### config.mk
export PLATFORM = sky130hd
export DESIGN_NAME = uart_pwm_leds
export DESIGN_NICKNAME = d
export VERILOG_FILES = /design/src/rtl/uart_pwm_pkg.sv /design/src/rtl/uart_byte_rx.sv /design/src/rtl/uart_pwm_leds.sv
export SDC_FILE = /design/constraint.sdc
export NUM_CORES = 1
export LEC_CHECK = 0
export CAP_MARGIN = 20
export CORE_MARGIN = 1
export CORE_UTILIZATION = 49
export DETAILED_ROUTE_END_ITERATION = 7
export GPL_ROUTABILITY_DRIVEN = 0
export PLACE_DENSITY = 0.66
export SLEW_MARGIN = 15
export SYNTH_ARGS = -nofsm -noshare
export SYNTH_HDL_FRONTEND = slang
export SYNTH_SLANG_ARGS = --single-unit
### constraint.sdc
create_clock -name pll_clk -period 3.6 [get_ports pll_clk]
set_input_delay 0.54 -clock pll_clk [delete_from_list [all_inputs] [get_ports pll_clk]]
set_output_delay 0.54 -clock pll_clk [all_outputs]
set_load 0.02 [all_outputs]
### src/rtl/uart_pwm_pkg.sv
// ============================================================================
//  Module   : uart_pwm_pkg
//  Purpose  : Shared types and constants for the UART-controlled LED PWM driver
//  Revision : 1.0
// ============================================================================
`default_nettype none

package uart_pwm_pkg;

    typedef enum logic [0:0] {
        P_CHAN = 1'b0,
        P_DUTY = 1'b1
    } parser_state_t;

    typedef enum logic [1:0] {
        RX_IDLE  = 2'd0,
        RX_START = 2'd1,
        RX_DATA  = 2'd2,
        RX_STOP  = 2'd3
    } rx_state_t;

    localparam logic [7:0] ACK_OK  = 8'h4B;
    localparam logic [7:0] ACK_ERR = 8'h45;

    localparam int UART_DATA_BITS = 8;
    localparam int UART_STOP_BITS = 1;

endpackage

`default_nettype wire

### src/rtl/uart_byte_rx.sv
// ============================================================================
//  Module   : uart_byte_rx
//  Purpose  : 8N1 UART byte receiver with input synchroniser, byte-valid and
//             framing-error pulses
//  Revision : 1.0
// ============================================================================
`default_nettype none

module uart_byte_rx
    import uart_pwm_pkg::*;
#(
    parameter int CLKS_PER_BIT = 104
) (
    input  logic       pll_clk,
    input  logic       rst_n,
    input  logic       rx_i,
    output logic [7:0] byte_o,
    output logic       byte_valid_o,
    output logic       frame_err_o
);

    localparam int             c_cw        = $clog2(CLKS_PER_BIT);
    localparam logic [c_cw-1:0] c_one      = c_cw'(1);
    localparam logic [c_cw-1:0] c_bit_last = c_cw'(CLKS_PER_BIT - 1);
    localparam logic [c_cw-1:0] c_half_last = c_cw'(CLKS_PER_BIT / 2 - 1);
    localparam logic [2:0]     c_last_data = 3'(UART_DATA_BITS - 1);

    logic            rx_meta_q, rx_sync_q, rx_prev_q;
    rx_state_t       state_q, state_d;
    logic [c_cw-1:0] cnt_q, cnt_d;
    logic [2:0]      bit_q, bit_d;
    logic [7:0]      shift_q, shift_d;
    logic            valid_q, valid_d;
    logic            ferr_q, ferr_d;

    always_ff @(posedge pll_clk or negedge rst_n) begin
        if (!rst_n) begin
            rx_meta_q <= 1'b1;
            rx_sync_q <= 1'b1;
            rx_prev_q <= 1'b1;
            state_q   <= RX_IDLE;
            cnt_q     <= '0;
            bit_q     <= '0;
            shift_q   <= '0;
            valid_q   <= 1'b0;
            ferr_q    <= 1'b0;
        end else begin
            rx_meta_q <= rx_i;
            rx_sync_q <= rx_meta_q;
            rx_prev_q <= rx_sync_q;
            state_q   <= state_d;
            cnt_q     <= cnt_d;
            bit_q     <= bit_d;
            shift_q   <= shift_d;
            valid_q   <= valid_d;
            ferr_q    <= ferr_d;
        end
    end

    always_comb begin
        state_d = state_q;
        cnt_d   = cnt_q + c_one;
        bit_d   = bit_q;
        shift_d = shift_q;
        valid_d = 1'b0;
        ferr_d  = 1'b0;
        case (state_q)
            RX_IDLE: begin
                cnt_d = '0;
                if (rx_prev_q && !rx_sync_q) begin
                    state_d = RX_START;
                end
            end
            RX_START: begin
                // A line back high at mid-start-bit is treated as a glitch
                if (cnt_q == c_half_last) begin
                    cnt_d   = '0;
                    bit_d   = '0;
                    state_d = rx_sync_q ? RX_IDLE : RX_DATA;
                end
            end
            RX_DATA: begin
                if (cnt_q == c_bit_last) begin
                    cnt_d   = '0;
                    shift_d = {rx_sync_q, shift_q[7:1]};
                    if (bit_q == c_last_data) begin
                        state_d = RX_STOP;
                    end else begin
                        bit_d = bit_q + 3'd1;
                    end
                end
            end
            RX_STOP: begin
                if (cnt_q == c_bit_last) begin
                    cnt_d   = '0;
                    state_d = RX_IDLE;
                    valid_d = rx_sync_q;
                    ferr_d  = !rx_sync_q;
                end
            end
            default: begin
                state_d = RX_IDLE;
            end
        endcase
    end

    assign byte_o       = shift_q;
    assign byte_valid_o = valid_q;
    assign frame_err_o  = ferr_q;

endmodule

`default_nettype wire

### src/rtl/uart_pwm_leds.sv
// ============================================================================
//  Module   : uart_pwm_leds
//  Purpose  : UART-commanded N-channel LED PWM driver; {chan, duty} commands,
//             optional 'K'/'E' acknowledge on TX when UART_PWM_ACK_EN is defined
//  Revision : 1.0
// ============================================================================
`default_nettype none

module uart_pwm_leds
    import uart_pwm_pkg::*;
#(
    parameter int CLKS_PER_BIT   = 104,
    parameter int N_CH           = 3,
    parameter int PWM_BITS       = 8,
    parameter int LED_ACTIVE_LOW = 1
) (
    input  logic            pll_clk,
    input  logic            rst_n,
    input  logic            uart_rx_i,
    output logic            uart_tx_o,
    output logic [N_CH-1:0] led_o
);

    localparam logic                c_led_off = 1'(LED_ACTIVE_LOW);
    localparam logic [PWM_BITS-1:0] c_cnt_one = PWM_BITS'(1);

    // Reset asserts asynchronously but releases on a clock edge
    logic rst_ff1_q, rst_ff2_q, rst_int_n;

    always_ff @(posedge pll_clk or negedge rst_n) begin
        if (!rst_n) begin
            rst_ff1_q <= 1'b0;
            rst_ff2_q <= 1'b0;
        end else begin
            rst_ff1_q <= 1'b1;
            rst_ff2_q <= rst_ff1_q;
        end
    end

    assign rst_int_n = rst_ff2_q;

    logic [7:0] rx_byte;
    logic       rx_valid;
    logic       rx_ferr;

    uart_byte_rx #(
        .CLKS_PER_BIT (CLKS_PER_BIT)
    ) u_rx (
        .pll_clk      (pll_clk),
        .rst_n        (rst_int_n),
        .rx_i         (uart_rx_i),
        .byte_o       (rx_byte),
        .byte_valid_o (rx_valid),
        .frame_err_o  (rx_ferr)
    );

    parser_state_t       pstate_q, pstate_d;
    logic [7:0]          chan_q, chan_d;
    logic [PWM_BITS-1:0] pend_q [N_CH];
    logic [PWM_BITS-1:0] pend_d [N_CH];
    logic [PWM_BITS-1:0] act_q  [N_CH];
    logic [PWM_BITS-1:0] act_d  [N_CH];
    logic [PWM_BITS-1:0] cnt_q, cnt_d;
    logic [N_CH-1:0]     led_q, led_d;
    logic [PWM_BITS-1:0] duty_w;
    logic                ack_req;
    logic [7:0]          ack_byte;

    assign duty_w = PWM_BITS'(rx_byte);

    always_ff @(posedge pll_clk or negedge rst_int_n) begin
        if (!rst_int_n) begin
            pstate_q <= P_CHAN;
            chan_q   <= '0;
            cnt_q    <= '0;
            led_q    <= {N_CH{c_led_off}};
            for (int i = 0; i < N_CH; i++) begin
                pend_q[i] <= '0;
                act_q[i]  <= '0;
            end
        end else begin
            pstate_q <= pstate_d;
            chan_q   <= chan_d;
            cnt_q    <= cnt_d;
            led_q    <= led_d;
            for (int i = 0; i < N_CH; i++) begin
                pend_q[i] <= pend_d[i];
                act_q[i]  <= act_d[i];
            end
        end
    end

    always_comb begin
        pstate_d = pstate_q;
        chan_d   = chan_q;
        pend_d   = pend_q;
        ack_req  = 1'b0;
        ack_byte = ACK_ERR;
        if (rx_ferr) begin
            pstate_d = P_CHAN;
        end else if (rx_valid) begin
            case (pstate_q)
                P_CHAN: begin
                    chan_d   = rx_byte;
                    pstate_d = P_DUTY;
                end
                P_DUTY: begin
                    pstate_d = P_CHAN;
                    ack_req  = 1'b1;
                    if (chan_q < 8'(N_CH)) begin
                        ack_byte = ACK_OK;
                        for (int i = 0; i < N_CH; i++) begin
                            if (chan_q == 8'(i)) begin
                                pend_d[i] = duty_w;
                            end
                        end
                    end
                end
                default: begin
                    pstate_d = P_CHAN;
                end
            endcase
        end
    end

    // The compare uses the value act is about to take, so the wrap cycle
    // already reflects the newly latched duty.
    always_comb begin
        cnt_d = cnt_q + c_cnt_one;
        led_d = '0;
        for (int i = 0; i < N_CH; i++) begin
            act_d[i] = (cnt_q == '0) ? pend_q[i] : act_q[i];
            led_d[i] = (cnt_q < act_d[i]) ^ c_led_off;
        end
    end

    assign led_o = led_q;

`ifdef UART_PWM_ACK_EN
    localparam int             c_cw       = $clog2(CLKS_PER_BIT);
    localparam logic [c_cw-1:0] c_one      = c_cw'(1);
    localparam logic [c_cw-1:0] c_bit_last = c_cw'(CLKS_PER_BIT - 1);

    logic            tx_busy_q, tx_busy_d;
    logic            tx_line_q, tx_line_d;
    logic [8:0]      tx_shift_q, tx_shift_d;
    logic [c_cw-1:0] tx_cnt_q, tx_cnt_d;
    logic [3:0]      tx_bit_q, tx_bit_d;

    always_ff @(posedge pll_clk or negedge rst_int_n) begin
        if (!rst_int_n) begin
            tx_busy_q  <= 1'b0;
            tx_line_q  <= 1'b1;
            tx_shift_q <= '1;
            tx_cnt_q   <= '0;
            tx_bit_q   <= '0;
        end else begin
            tx_busy_q  <= tx_busy_d;
            tx_line_q  <= tx_line_d;
            tx_shift_q <= tx_shift_d;
            tx_cnt_q   <= tx_cnt_d;
            tx_bit_q   <= tx_bit_d;
        end
    end

    // tx_bit_q counts completed bit periods; period 9 is the stop bit
    always_comb begin
        tx_busy_d  = tx_busy_q;
        tx_line_d  = tx_line_q;
        tx_shift_d = tx_shift_q;
        tx_cnt_d   = tx_cnt_q;
        tx_bit_d   = tx_bit_q;
        if (tx_busy_q) begin
            if (tx_cnt_q == c_bit_last) begin
                tx_cnt_d = '0;
                if (tx_bit_q == 4'd9) begin
                    tx_busy_d = 1'b0;
                    tx_line_d = 1'b1;
                end else begin
                    tx_line_d  = tx_shift_q[0];
                    tx_shift_d = {1'b1, tx_shift_q[8:1]};
                    tx_bit_d   = tx_bit_q + 4'd1;
                end
            end else begin
                tx_cnt_d = tx_cnt_q + c_one;
            end
        end else if (ack_req) begin
            tx_busy_d  = 1'b1;
            tx_line_d  = 1'b0;
            tx_shift_d = {1'b1, ack_byte};
            tx_cnt_d   = '0;
            tx_bit_d   = '0;
        end
    end

    assign uart_tx_o = tx_line_q;
`else
    logic unused_ack;
    assign unused_ack = ^{ack_req, ack_byte};
    assign uart_tx_o  = 1'b1;
`endif

endmodule

`default_nettype wire
# Word level (Yosys, flattened, before mapping)
# Cells that the tools add are included.
dict set report word_totals {
  regBits 95
  latch_bits 0
  ram_bits 0
  mem_bits_ro 0
  in_bits 3
  output_inout_bits 4
  elab_cells 86
  memories 0
}
dict set report op_classes {
  addsub 3
  n_mul 0
  div 0
  magnitude_cmp 4
  n_eq_ne 14
  shift 0
  mux 24
  bitwise 5
  reduce_logical 15
}
# op count
set op_table {}
lappend op_table {{$lt A8 B8 Y1} 3}
lappend op_table {{$mux W8} 3}
lappend op_table {{$pmux W7 S3} 1}
lappend op_table {{$reduce_and A5 Y1} 4}
lappend op_table {{$logic_not A8 Y1} 2}
lappend op_table {{$mux W7} 2}
lappend op_table {{$mux W2} 6}
lappend op_table {{$ne A2 B1 Y1 const B} 5}
lappend op_table {{$mux W3} 3}
lappend op_table {{$add A8 B1 Y8 const B} 1}
lappend op_table {{$eq A8 B1 Y1 const B} 1}
lappend op_table {{$eq A8 B2 Y1 const B} 1}
lappend op_table {{$lt A8 B2 Y1 const B} 1}
lappend op_table {{$pmux W2 S4} 1}
lappend op_table {{$add A7 B1 Y7 const B} 1}
lappend op_table {{$eq A7 B6 Y1 const B} 1}
lappend op_table {{$eq A7 B7 Y1 const B} 1}
lappend op_table {{$mux W1} 6}
lappend op_table {{$pmux W3 S2} 1}
lappend op_table {{$not A1 Y1} 5}
lappend op_table {{$eq A2 B2 Y1 const B} 2}
lappend op_table {{$reduce_and A4 Y1} 1}
lappend op_table {{$reduce_bool A2 Y1} 2}
lappend op_table {{$add A3 B1 Y3 const B} 1}
lappend op_table {{10 further kinds} 10}

# Logic depth before layout (Yosys ltp)
dict set report depth {
  ltp_word 4
  mapped_depth 11
  depth_no_buf 10
}

# Hierarchy
# From an unflattened synthesis, not the netlist that was laid out.
dict set report hier_totals {
  cells_unflattened 336
  area_unflattened_um2 4369.2
}
# mod n_inst cells_each area_each_um2 seq_area_each_um2
set by_module_without_submodules {}
lappend by_module_without_submodules {uart_pwm_leds 1 245 3265.6 1755.4}
lappend by_module_without_submodules {uart_byte_rx 1 91 1103.6 629.4}

# Worst setup path after synthesis
# OpenSTA, ideal clock, no wires.
dict set report synth_timing {
  kind {register -> register}
  start {reg cnt_q[0]}
  end {reg led_q[0] (netlist: led_o[0])}
  setup_ps 88
  t_arrival_ps 2203
  t_required_ps 3512
  setup_slack_ps 1308
  path_stages_with_launch 12
  n_path_buf 2
  synth_period_minus_slack_ps 2292
  cell_sequence {dfrtp_1 > clkinv_1 > ha_1 > nand3_1 > buf_2 > buf_6 > mux2i_1 > ha_1 > a21oi_1 > nand2_1 > a211oi_1 > o31ai_1}
}
dict set report synth_between {
  elab_chain_cells 4
}
# item line
set synth_lines {}
lappend synth_lines {{from (decl)} uart_pwm_leds.sv:63} ;# logic [PWM_BITS-1:0] cnt_q, cnt_d;
lappend synth_lines {{from (signal assigned)} uart_pwm_leds.sv:84} ;# cnt_q <= cnt_d;
lappend synth_lines {{$logic_not A8 Y1} uart_pwm_leds.sv:132} ;# act_d[i] = (cnt_q == '0) ? pend_q[i] : act_q[i];
lappend synth_lines {{$mux W8} uart_pwm_leds.sv:132}
lappend synth_lines {{$lt A8 B8 Y1 *} uart_pwm_leds.sv:133} ;# led_d[i] = (cnt_q < act_d[i]) ^ c_led_off;
lappend synth_lines {{$not A1 Y1 (no line) *} n/a}
lappend synth_lines {{net led_d[0]} uart_pwm_leds.sv:64} ;# logic [N_CH-1:0] led_q, led_d;
lappend synth_lines {{to (signal assigned)} uart_pwm_leds.sv:76} ;# led_q <= {N_CH{c_led_off}};
lappend synth_lines {{to (signal assigned)} uart_pwm_leds.sv:85} ;# led_q <= led_d;
lappend synth_lines {{to (decl)} uart_pwm_leds.sv:64}
# The timed path passes the listed nets; every way through them passes the cells marked *.
# A chain may end at the register's enable or synchronous reset.

==> results.sh <==
export IMPL_status="finished clean"
export IMPL_cts_path_max_buffers=2
export IMPL_synthTopCellsByArea="dfrtp_1, mux2_2, ha_1"
export IMPL_worstMarginPinSlew_ns=0.600
export IMPL_drive_gt1_share_pct=22.3
export IMPL_hold_class="reg2async"
export IMPL_yosys_most_used_dff="dfrtp_1"
export IMPL_synth_warnings=0
export IMPL_synth_cell_type_count=40
export IMPL_clk_pin_slew_ns=0.09
export IMPL_finalInstanceArea_um2=4650
export IMPL_fillers=696
export IMPL_synthesis_area_um2=4260
export IMPL_setup_viol=0
export IMPL_leakage_nw=2.54
export IMPL_drv_cap=0
export IMPL_ios=7
export IMPL_dr_pass1_iters=4
export IMPL_rrSetupSlack_ns=1.03
export IMPL_wl_per_cell_um=15.6
export IMPL_instances_no_fill=455
export IMPL_die_h_um=95.3
export IMPL_grt_pass1_vias=2388
export IMPL_combPwrFrac_pct=8.1
export IMPL_critPathRequiredTime_ns=3.89
export IMPL_cts_buffers=9
export IMPL_dr_wl_met2_um=3300
export IMPL_cts_resized=0
export IMPL_syn2layout_area_growth_pct=9.10
export IMPL_wl_met1_um=3510
export IMPL_synth_common_cells="dfrtp_1, mux2_2, ha_1, inv_1, mux2i_1"
export IMPL_antenna_left=0
export IMPL_startpoint_type="flip-flop"
export IMPL_clkPwrFrac_pct=36.1
export IMPL_drv_slew=0
export IMPL_first_iter_violations=127
export IMPL_vias=2449
export IMPL_syn_avg_cell_area_um2=12.9
export IMPL_numPortBuffers=5
export IMPL_h_tree_depth=3
export IMPL_regToRegStartpoint="cnt_q[0]"
export IMPL_ys_seq_area_share_pct=55.9
export IMPL_cts_tree="done"
export IMPL_yosysMostFrequentCell="dfrtp_1"
export IMPL_ys_async_sr_fraction_pct=100
export IMPL_path_class="reg2reg"
export IMPL_core_area_um2=8300
export IMPL_hold_violations=0
export IMPL_place_inst=439
export IMPL_pwr_share_seq_pct=55.8
export IMPL_ys_seq_elements=95
export IMPL_die_area_um2=9080
export IMPL_post_route_period_util_pct=71.5
export IMPL_internal_power_mw=1.59
export IMPL_num_antenna_cells=0
export IMPL_die_w_um=95.3
export IMPL_placed_cell_area_um2=4430
export IMPL_switchingPower_mw=0.528
export IMPL_grt_antenna_before_repair=0
export IMPL_worst_slack_ns=1.03
export IMPL_reg2reg_depth=11
export IMPL_yosys_area_top_type_share_pct=52.2
export IMPL_rsz0062_at_grt="false"
export IMPL_reg2reg_to="led_o[0]"
export IMPL_grt_first_pass_wirelength_um=11900
export IMPL_finalCriticalPeriod_ns=2.57
export IMPL_power_density_nw_per_um2=454
export IMPL_dp_hpwl_um=4980
export IMPL_netlist_instances=331
export IMPL_regArea_um2=2390
export IMPL_drc_errors=0
export IMPL_vdd_drop_max_mv=0.338
export IMPL_finalPower_mw=2.11
export IMPL_grt_usage_pct=17.7
export IMPL_start_util_pct=51.4
export IMPL_finClkSkew_ns=0.0104
export IMPL_grt_max_degree=38
export IMPL_p_sw_share_pct=25.0
export IMPL_relSlewSlack_pct=59.8
export IMPL_multi_input_area_um2=1740
export IMPL_cp_arrival_ns=2.86
export IMPL_fin_nets=374
export IMPL_vias_per_cell=5.38
export IMPL_max_freq_mhz=389
export IMPL_cts_setup_buffers=0
export IMPL_end_kind="flip-flop"
export IMPL_critPathMaxFanout=27
export IMPL_rows=33
export IMPL_yosys_area_top_type="dfrtp_1"
export IMPL_finalSetupTns_ns=0
export IMPL_worstSkewPairLatency_ns=0.36
export IMPL_cts_root_buf="clkbuf_8"
export IMPL_hold_ws_ns=0.239
export IMPL_pre_cts_ws_ns=1.02
export IMPL_final_util_pct=56.1
export IMPL_wirelength_um=7090
export IMPL_cts_sinks=95
export IMPL_synth_edf_count=0
export IMPL_wl_met3_um=146
export IMPL_cts_hold_buf=0
export IMPL_routed_top_layer="met4"
export IMPL_grt_ovfl_total=0
==> kinds of logic after synthesis <==
| family | count (synthesis) | share of synthesized area (%) |
|---|---|---|
| adders and majority gates | 26 | 7.63 |
| muxes | 69 | 17.6 |
| other | 1 | 0.0879 |
| xor gates and xnor gates | 11 | 2.26 |
| AOI/OAI and AO/OA | 23 | 3.29 |
| and+or+nand+nor | 74 | 9.89 |
| buffers and inverters | 32 | 3.32 |
| DFF | 95 | 55.9 |
==> critical path, cell delays in order, from the launching register on <==
cell and delay [ns]:
dfrtp_1 0.38, clkinv_1 0.21, ha_1 0.27, nand3_1 0.06, buf_4 0.38, mux2_2 0.40, inv_1 0.06, ha_1 0.23
nand4_1 0.12, a21oi_1 0.05, a211oi_1 0.21, o31ai_1 0.10
==> worst max-delay path by stage <==
stage	from	end	slack, ns	cells after the start
3_3_place_gp	cnt_q[0]	led_o[1]	1.08	11
3_5_place_dp	cnt_q[0]	led_o[2]	1.02	11
5_1_grt	cnt_q[0]	led_o[0]	0.80	11
6_report	cnt_q[0]	led_o[0]	1.03	11
4_1_cts	cnt_q[0]	led_o[1]	1.01	11
2_1_floorplan	rst_ff2_q	asynchronous set/reset pin	0.77	0
==> routing by layer <==
layer  global-route usage (%)  up-vias
li1                         -     1173
met1                     24.3     1238
met2                     27.4       25
met3                     3.35       13
met4                     7.70        0
met5                        0        -
==> layout by cell type (no fill, tap or decap), drive strengths merged, types with 5 or more instances in the layout <==
| master | netlist | final |
|---|---|---|
| a21oi | 13 | 13 |
| clkbuf | 1 | 9 |
| clkdlybuf4s50 | 0 | 5 |
| dfrtp | 89 | 89 |
| dfstp | 6 | 6 |
| ha | 26 | 26 |
| inv | 25 | 26 |
| mux2 | 45 | 45 |
| mux2i | 24 | 24 |
| nand2 | 20 | 20 |
| nand3 | 16 | 16 |
| nand4 | 6 | 6 |
| nor2 | 13 | 13 |
| nor2b | 5 | 5 |
| xnor2 | 6 | 6 |
| xor2 | 5 | 5 |
==> state kept, by name (all words and copies together), names as in the netlist, named ones only <==
name	count
pend_q	24
led_o	3
u_rx.byte_o	8
u_rx.state_q	1
pstate_q	1
u_rx.byte_valid_o	1
u_rx.cnt_q	7
rst_ff1_q	1
u_rx.rx_sync_q	1
chan_q	8
u_rx.rx_meta_q	1
u_rx.bit_q	3
u_rx.frame_err_o	1
act_q	24
cnt_q	8
rst_ff2_q	1
u_rx.rx_prev_q	1
==> power groups by stage <==
stage	registers, mW	logic (mW)	clock network (mW)
after CTS	1.18	0.174	0.794
after global placement	1.20	0.167	0
after global routing	1.19	0.200	0.831
after floorplan	1.19	0.142	0
after detailed placement	1.20	0.171	0
final	1.18	0.171	0.763
==> area by class of cell <==
class	count	share of cell area (%)
Clock inverter	7	2.07
Sequential cell	95	51.3
Inverter	26	2.10
Multi-Input combinational cell	205	37.4
Tap cell	105	2.82
Timing Repair Buffer	8	1.56
Clock buffer	9	2.66
(Power assumes the default switching activity.)
